File: config.mk
export PLATFORM = sky130hd
export DESIGN_NAME = ram_burst_reader
export DESIGN_NICKNAME = d
export VERILOG_FILES = /design/src/rtl/ram_burst_reader.sv
export SDC_FILE = /design/constraint.sdc
export NUM_CORES = 1
export LEC_CHECK = 0
export ABC_AREA = 1
export ABC_CLOCK_PERIOD_IN_PS = 2000
export CAP_MARGIN = 20
export CELL_PAD_IN_SITES_DETAIL_PLACEMENT = 1
export CELL_PAD_IN_SITES_GLOBAL_PLACEMENT = 1
export CORE_UTILIZATION = 36
export CTS_CLUSTER_SIZE = 40
export DETAILED_ROUTE_END_ITERATION = 8
export GPL_TIMING_DRIVEN = 0
export PLACE_DENSITY_LB_ADDON = 0.1
export SLEW_MARGIN = 20
export SYNTH_ARGS = -nofsm -noshare
export SYNTH_HDL_FRONTEND = slang
export SYNTH_SLANG_ARGS = --single-unit
File: constraint.sdc
create_clock -name i_clk -period 2 [get_ports i_clk]
set_clock_uncertainty 0.1 [all_clocks]
set_input_delay 0.4 -clock i_clk [delete_from_list [all_inputs] [get_ports i_clk]]
set_output_delay 0.4 -clock i_clk [all_outputs]
set_load 0.01 [all_outputs]
File: src/rtl/ram_burst_reader.sv
// ram_burst_reader
//   Read-side client of a byte RAM. On an accepted start it fetches i_len consecutive bytes
//   from i_base, one read at a time, and pushes each returned byte into a small FIFO that is
//   drained over a valid/ready byte stream. A per-read timeout aborts the transfer if the RAM
//   never answers; bytes already queued are still delivered.
//
// Ports
//   i_clk, i_rst              clock, synchronous active-high reset
//   i_start, i_base, i_len    transfer request (sampled only when idle)
//   o_ram_read, o_ram_addr    one-cycle read strobe and its address
//   i_ram_data, i_ram_valid   RAM read return
//   o_data, o_valid, i_ready  output byte stream (FIFO head)
//   o_busy, o_done, o_err     status: not idle, end-of-transfer pulse, sticky timeout
module ram_burst_reader #(
    parameter int unsigned ADDR_W  = 8,
    parameter int unsigned DATA_W  = 8,
    parameter int unsigned DEPTH   = 4,
    parameter int unsigned TIMEOUT = 15
) (
    input  logic              i_clk,
    input  logic              i_rst,
    input  logic              i_start,
    input  logic [ADDR_W-1:0] i_base,
    input  logic [ADDR_W:0]   i_len,
    output logic              o_ram_read,
    output logic [ADDR_W-1:0] o_ram_addr,
    input  logic [DATA_W-1:0] i_ram_data,
    input  logic              i_ram_valid,
    output logic [DATA_W-1:0] o_data,
    output logic              o_valid,
    input  logic              i_ready,
    output logic              o_busy,
    output logic              o_done,
    output logic              o_err
);

    localparam int unsigned PTR_W = $clog2(DEPTH);
    localparam int unsigned CNT_W = PTR_W + 1;
    localparam int unsigned TMO_W = $clog2(TIMEOUT + 1);

    localparam logic [ADDR_W:0] LEN_MAX  = {1'b1, {ADDR_W{1'b0}}};
    localparam logic [ADDR_W:0] LEN_ONE  = (ADDR_W + 1)'(1);
    localparam logic [CNT_W-1:0] CNT_FULL = CNT_W'(DEPTH);
    localparam logic [TMO_W-1:0] TMO_LAST = TMO_W'(TIMEOUT);

    typedef enum logic [1:0] {StIdle, StIssue, StWait, StDrain} state_e;

    state_e              r_state;
    state_e              w_state_nxt;
    logic [ADDR_W-1:0]   r_addr;
    logic [ADDR_W:0]     r_remaining;
    logic [TMO_W-1:0]    r_tmo;
    logic                r_err;
    logic [DATA_W-1:0]   r_mem [DEPTH];
    logic [PTR_W-1:0]    r_wptr;
    logic [PTR_W-1:0]    r_rptr;
    logic [CNT_W-1:0]    r_count;

    logic                w_accept;
    logic                w_strobe;
    logic                w_push;
    logic                w_pop;
    logic                w_timeout;
    logic                w_done;
    logic [ADDR_W:0]     w_len;

    assign w_len   = (i_len > LEN_MAX) ? LEN_MAX : i_len;
    assign w_pop   = o_valid & i_ready;

    always_comb begin
        w_state_nxt = r_state;
        w_accept    = 1'b0;
        w_strobe    = 1'b0;
        w_push      = 1'b0;
        w_timeout   = 1'b0;
        w_done      = 1'b0;
        case (r_state)
            StIdle: begin
                if (i_start) begin
                    w_accept    = 1'b1;
                    w_state_nxt = (w_len == '0) ? StDrain : StIssue;
                end
            end
            StIssue: begin
                // A free slot now stays free until the answer lands: only one read is in flight.
                if (r_count < CNT_FULL) begin
                    w_strobe    = 1'b1;
                    w_state_nxt = StWait;
                end
            end
            StWait: begin
                if (i_ram_valid) begin
                    w_push      = 1'b1;
                    w_state_nxt = (r_remaining == LEN_ONE) ? StDrain : StIssue;
                end else if (r_tmo == TMO_LAST) begin
                    w_timeout   = 1'b1;
                    w_state_nxt = StDrain;
                end
            end
            StDrain: begin
                if (r_count == '0) begin
                    w_done      = 1'b1;
                    w_state_nxt = StIdle;
                end
            end
            default: w_state_nxt = StIdle;
        endcase
    end

    always_ff @(posedge i_clk) begin
        if (i_rst) begin
            r_state     <= StIdle;
            r_addr      <= '0;
            r_remaining <= '0;
            r_tmo       <= '0;
            r_err       <= 1'b0;
            r_wptr      <= '0;
            r_rptr      <= '0;
            r_count     <= '0;
            for (int unsigned i = 0; i < DEPTH; i++) begin
                r_mem[i] <= '0;
            end
        end else begin
            r_state <= w_state_nxt;

            if (w_accept) begin
                r_addr      <= i_base;
                r_remaining <= w_len;
                r_err       <= 1'b0;
            end

            // Counter reads 0 on the strobe cycle, so the value in WAIT is cycles since strobe.
            if (w_strobe) begin
                r_tmo <= TMO_W'(1);
            end else if (r_state == StWait) begin
                r_tmo <= r_tmo + TMO_W'(1);
            end

            if (w_timeout) begin
                r_err <= 1'b1;
            end

            if (w_push) begin
                r_addr         <= r_addr + ADDR_W'(1);
                r_remaining    <= r_remaining - LEN_ONE;
                r_mem[r_wptr]  <= i_ram_data;
                r_wptr         <= r_wptr + PTR_W'(1);
            end

            if (w_pop) begin
                r_rptr <= r_rptr + PTR_W'(1);
            end

            case ({w_push, w_pop})
                2'b10:   r_count <= r_count + CNT_W'(1);
                2'b01:   r_count <= r_count - CNT_W'(1);
                default: r_count <= r_count;
            endcase
        end
    end

    assign o_ram_read = w_strobe;
    assign o_ram_addr = r_addr;
    assign o_data     = r_mem[r_rptr];
    assign o_valid    = (r_count != '0);
    assign o_busy     = (r_state != StIdle);
    assign o_done     = w_done;
    assign o_err      = r_err;

endmodule

== Word level (Yosys, flattened, before mapping) ==
Memories as Yosys holds them, arrays and structs flattened. A register that Yosys moved wholly into a read port is not among the register bits.
Cells that the tools add are included.

* Bits in read-only memories: 0
* Word-level logic and storage cells: 82
* Memory bits (writable): 32
* Bits of input ports: 30
* Bits in latches: 0
* Memories: 1
* Register bits: 31

* Muxes and demuxes: 39
* Add/sub/neg operators: 7
* Shift-type cells: 0
* $mul: 0
* Divide/modulo/power cells: 0
* Magnitude comparators: 2
* Equality and inequality tests: 11
* Reductions and logical operators: 12
* Bitwise gates (word level): 1

{| class="wikitable"
|+ Memories
! memory !! depth !! width !! read ports !! clocked after Yosys merged registers in !! wr ports !! RTL line !! RTL
|-
| r_mem || 4 || 8 || 1 || 1 || 4 || 54 || <nowiki>logic [DATA_W-1:0] r_mem [DEPTH];</nowiki>
|}

{| class="wikitable"
|+ Operators with widths
! cell !! count
|-
| 9-bit 2-to-1 mux || 3
|-
| 8-bit 2-to-1 mux || 3
|-
| 1-bit 2-to-1 mux || 21
|-
| 2-bit 2-to-1 mux || 10
|-
| 2-bit nonzero test || 5
|-
| 9-bit by 1-bit equality test with 1-bit output (second input constant) || 1
|-
| 9-bit > comparator (second input constant) || 1
|-
| 9-bit logical NOT || 1
|-
| 9-bit by 1-bit subtractor with 9-bit output (second input constant) || 1
|-
| 8-bit by 1-bit adder with 8-bit output (second input constant) || 1
|-
| 2-bit one-hot mux with 4 select lines || 1
|-
| 8-bit OR reduction || 1
|-
| 2-bit equality test (second input constant) || 3
|-
| 2-bit != test (second input constant) || 3
|-
| 3-bit one-hot mux with 2 select lines || 1
|-
| 2-bit by 1-bit adder with 2-bit output (second input constant) || 2
|-
| 4-bit by 1-bit adder with 4-bit output (second input constant) || 1
|-
| 2-bit by 1-bit equality test with 1-bit output (second input constant) || 2
|-
| 4-bit equality test (second input constant) || 1
|-
| 4-bit AND reduction || 1
|-
| 3-bit by 1-bit adder with 3-bit output (second input constant) || 1
|-
| 3-bit logical NOT || 1
|-
| 3-bit less-than comparator (second input constant) || 1
|-
| 3-bit != test (second input constant) || 1
|-
| 5 further kinds || 5
|}

== Longest topological paths before layout ==
Gate-level depths: netlist of run 1.

* Depth after elaboration: 7
* Gate-level depth with buffers: 10
* Gate-level depth less buffers: 9

== Worst setup path before layout of run 1 ==
No wires, ideal clock.

* Path type: reg-to-reg
* Start point: register r_state[0]
* End point: register r_count[2]
* Path slack: 0.054 ns
* Library setup time: 0.122 ns
* Stages on the path, launching flop included: 11
* Arrival time: 1.724 ns
* Required time: 1.778 ns
* Cells stage by stage: dfxtp_1 inv_2 nand3_4 buf_6 ha_1 inv_1 fa_1 a21oi_1 o21ai_0 o21ai_0 a21oi_1

* Word-level cells in the longest chain between the ends: 4

{| class="wikitable"
|+ RTL lines
! what !! RTL line !! RTL
|-
| start, declared || 48 || <nowiki>state_e r_state;</nowiki>
|-
| start signal, assigned || 112 || <nowiki>r_state <= StIdle;</nowiki>
|-
| start signal, assigned || 124 || <nowiki>r_state <= w_state_nxt;</nowiki>
|-
| 2-bit equality test (*) || 77 || <nowiki>case (r_state)</nowiki>
|-
| 1-bit 2-to-1 mux (*) || 77 ||
|-
| 2-bit by 1-bit equality test with 1-bit output or 2-bit equality test (tied branches) || 154 || <nowiki>case ({w_push, w_pop})</nowiki>
|-
| 3-bit one-hot mux with 2 select lines or 2-bit nonzero test (tied branches) || - ||
|-
| end signal, assigned || 155 || <nowiki>2'b10: r_count <= r_count + CNT_W'(1);</nowiki>
|-
| end signal, assigned || 156 || <nowiki>2'b01: r_count <= r_count - CNT_W'(1);</nowiki>
|-
| end signal, assigned || 157 || <nowiki>default: r_count <= r_count;</nowiki>
|-
| end, declared || 57 || <nowiki>logic [CNT_W-1:0] r_count;</nowiki>
|}

Every way passes the cells marked *; elsewhere a longest branch is shown, timed or not.
A chain may end at the register's enable or synchronous reset.

== Worst setup path in the final report of run 1 ==
* Start point: input i_ready
* End point: register r_count[2]

* Word-level cells in the longest chain between the ends: 3

{| class="wikitable"
|+ RTL lines
! what !! RTL line !! RTL
|-
| start, declared || 31 || <nowiki>input logic i_ready,</nowiki>
|-
| 1-bit bitwise AND (*) || 68 || <nowiki>assign w_pop = o_valid & i_ready;</nowiki>
|-
| via w_pop || 62 || <nowiki>logic w_pop;</nowiki>
|-
| 2-bit by 1-bit equality test with 1-bit output or 2-bit equality test (tied branches) || 154 ||
|-
| 3-bit one-hot mux with 2 select lines or 2-bit nonzero test (tied branches) || - ||
|}

The timed path passes the listed nets; every way through them passes the cells marked *.

==> results of run 1 <==
## final timing paths
check        startpoint          to  slack, ps  cells past startpoint
max             i_ready  r_count[2]         60                     10
min           r_rptr[1]    register        360                      2
max reg2reg  r_state[0]  r_count[2]         60                     10
min reg2reg   r_rptr[1]    register        360                      2
## flip-flops by register name, indices dropped and copies added (netlist names), 2 cells and up, named ones only
name / cells
r_mem: 32
r_count: 3
r_tmo: 4
r_state: 2
r_remaining: 9
o_ram_addr: 8
r_rptr: 2
r_wptr: 2
## cell usage after synthesis, drive strengths merged
library cell / n / area share
nand3b: 2 / 0.0046
xnor2: 1 / 0.0027
nor3: 4 / 0.0062
nor4: 1 / 0.0039
or2: 2 / 0.0039
a21oi: 15 / 0.023
clkbuf: 4 / 0.0046
a211oi: 1 / 0.0023
o21bai: 2 / 0.0046
o22ai: 10 / 0.019
edfxtp: 32 / 0.30
a22o: 1 / 0.0027
fa: 1 / 0.0062
o21ai: 43 / 0.067
o32ai: 1 / 0.0027
a31oi: 4 / 0.0077
nand4: 3 / 0.0058
nand3: 21 / 0.038
nor2: 89 / 0.11
dfxtp: 33 / 0.20
inv: 55 / 0.064
nand2: 75 / 0.094
buf: 4 / 0.0096
ha: 5 / 0.019
## power by group
group	internal, mW	switching [mW]
registers	1.57	0.180
logic	0.624	0.883
clock network	0.702	0.566
## per-layer routing
| metal | routed length, um | share of wire | vias to the layer above |
|---|---|---|---|
| met5 | 0 | 0 | - |
| met4 | 126 | 0.014 | 0 |
| met3 | 204 | 0.023 | 9 |
| met2 | 4650 | 0.52 | 47 |
| met1 | 3930 | 0.44 | 1458 |
| li1 | - | - | 1482 |
## per-stage QoR
stage | utilization | setup slack (ps) | instances
2_1_floorplan | - | 53.7 | 409
3_3_place_gp | 0.445 | -649 | 567
3_5_place_dp | 0.445 | -662 | 567
4_1_cts | 0.480 | -53.3 | 585
5_1_grt | 0.481 | -72.3 | 588
6_report | 0.481 | 60.4 | 588
## kinds of logic after synthesis
kind of cell / Yosys count
simple gates: 197
compound gates: 77
flops: 65
buf+inv: 63
fa+ha+maj: 6
xor+xnor: 1
## final cells by class
type,instances,share of cell area
repair buffers,55,0.118
flip-flops and latches,65,0.389
plain buffers,8,0.0170
clock buffers,9,0.0295
well taps,108,0.0322
multi-input cells,281,0.341
clock inverters,7,0.0224
inverters,55,0.0504
## worst max-delay path: stages
cell and delay (ps):
clkdlybuf4s50_1 450, inv_1 40, nor2_2 150, ha_1 160, inv_1 70, fa_1 390
a21oi_1 150, o21ai_1 90, o21ai_1 120, a21oi_1 50
## repair_timing
item | 4_1_cts | 5_1_grt
pin swaps | 1 | 1
setup buffers | 2 | 3
resized for setup | 51 | 13
hold endpoints to repair | 0 | 0
setup endpoints to repair | 47 | 16
==> results.md, run 1 <==
- Status: finished clean
- Final Slew Violations: 0
- # H-tree levels: 3
- Global-route wire length before repair: 15,000 um
- Adder-Cell Fraction of Synth Area: 0.0254
- Setup Crit Path Kind: in -> reg
- Sum of negative setup slack: 0 ps
- Antenna violations before repair: 0
- Largest family of logic cells by synthesized area: simple AND/OR/NAND/NOR gates
- Area delta synth->final: 29.1%
- CP arrival: 2080 ps
- Hold Slack: 364 ps
- Most frequent cells in the layout: 85 x nor2_1, 67 x nand2_1, 47 x inv_1, 38 x clkdlybuf4s50_1, 32 x edfxtp_1
- Wire per inst: between 15 and 20 um
- CTS tree: built
- FF+latch area: 1630 um^2
- Power Total: around 4.5 mW
- Hold-fix buffers, CTS: 0
- Mean Syn Cell Area: 7.94 um^2
- Initial drt markers: 65
- Number of max-cap violations: 0
- Total GRT Usage: 0.202
- Largest net degree at the start of global routing: 13
- Static leakage: around 1.7 nW
- Clock Tree Root: clkbuf_8
- Syn nets: 445
- Routed Antenna Nets: 0
- Area after DPL: 3880 um^2
- Critical path data required time: 2140 ps
- Filler cell count: 1,082
- Wirelength, routed: 8910 um
- Die Span Y: 97.0 um
- RD Place Congestion: around 0.75
- Critical Path Fanout Max: 3
- Period utilization: 0.970
- Seq cells post-synth: 65
- Die Footprint: 9400 um^2
- Fmax: between 500 and 600 MHz
- Port bufs: 50
- Post-synthesis compound-gate area fraction: 0.130
- GR Overflow Total: 0
- Unrepaired setup endpoints after global routing: yes
- Distinct cells, synth: 36
- Grt met2 use: 0.370
- DRC: 0
- Share of layout cells above drive strength 1: 0.135
- Final instance area: 4190 um^2
- Met1 usage: 0.239
- Final number of setup-violating endpoints: 0
- TritonCTS buffer count: 9
- Hold Fails Final Rpt: 0
- Vias in the first global route: 3,132
- Synth Area in XOR/XNOR: 0.00270
- Met3 usage: 0.0253
- Crit path launch type: input port
- DR vias: 2,996
- CTS Sinks: 65
- Crit end category: register
- Site Rows: 34
- Initial cell density of the core: 0.372
- Multi-input logic area: 1430 um^2
- Nets: 511
- Vias per cell: 5.10
- Clock-pin slew on the worst setup and hold paths: 80 ps
- Cell Area, Synth: ~3200 um^2
- Worst skew pair latency: ~350 ps
- Post-synthesis mux area share: 0
- YS warnings: 0
- PwrDens: ~1100 nW/um^2
- Minimum clock period: approximately 1900 ps
- Most common cell after layout, fill and taps aside: nor2_1
- Clock Tree Buf Depth: 2
- Simple-gate share of the synthesized area: 0.264
- DPL Wire Length: 6450 um
- Worst-margin pin slew: 560 ps
- Core ar.: 8720 um^2
- DR pass1 iterations: 4
- Synth Instances: 409
- Hold crit path type: reg -> reg
- I/O Pins: 51
- Sequential area share after synthesis: 0.499
- Die W: 97.0 um
- Slew margin rel.: 0.627
- Busiest layer in global routing: met2
- Worst VDD drop: between 0.0003 and 0.0004 V
- Ant diodes: 0
(Power assumes the default switching activity.)
==> inputs of run 2 (changes only) <==
--- a/config.mk
+++ b/config.mk
@@ -19,3 +19,4 @@
 export SYNTH_ARGS = -nofsm -noshare
 export SYNTH_HDL_FRONTEND = slang
 export SYNTH_SLANG_ARGS = --single-unit
+export TNS_END_PERCENT = 100
==> results of run 2 <==
Same layout as run 1: the final DEF is identical, and so are final timing and power.
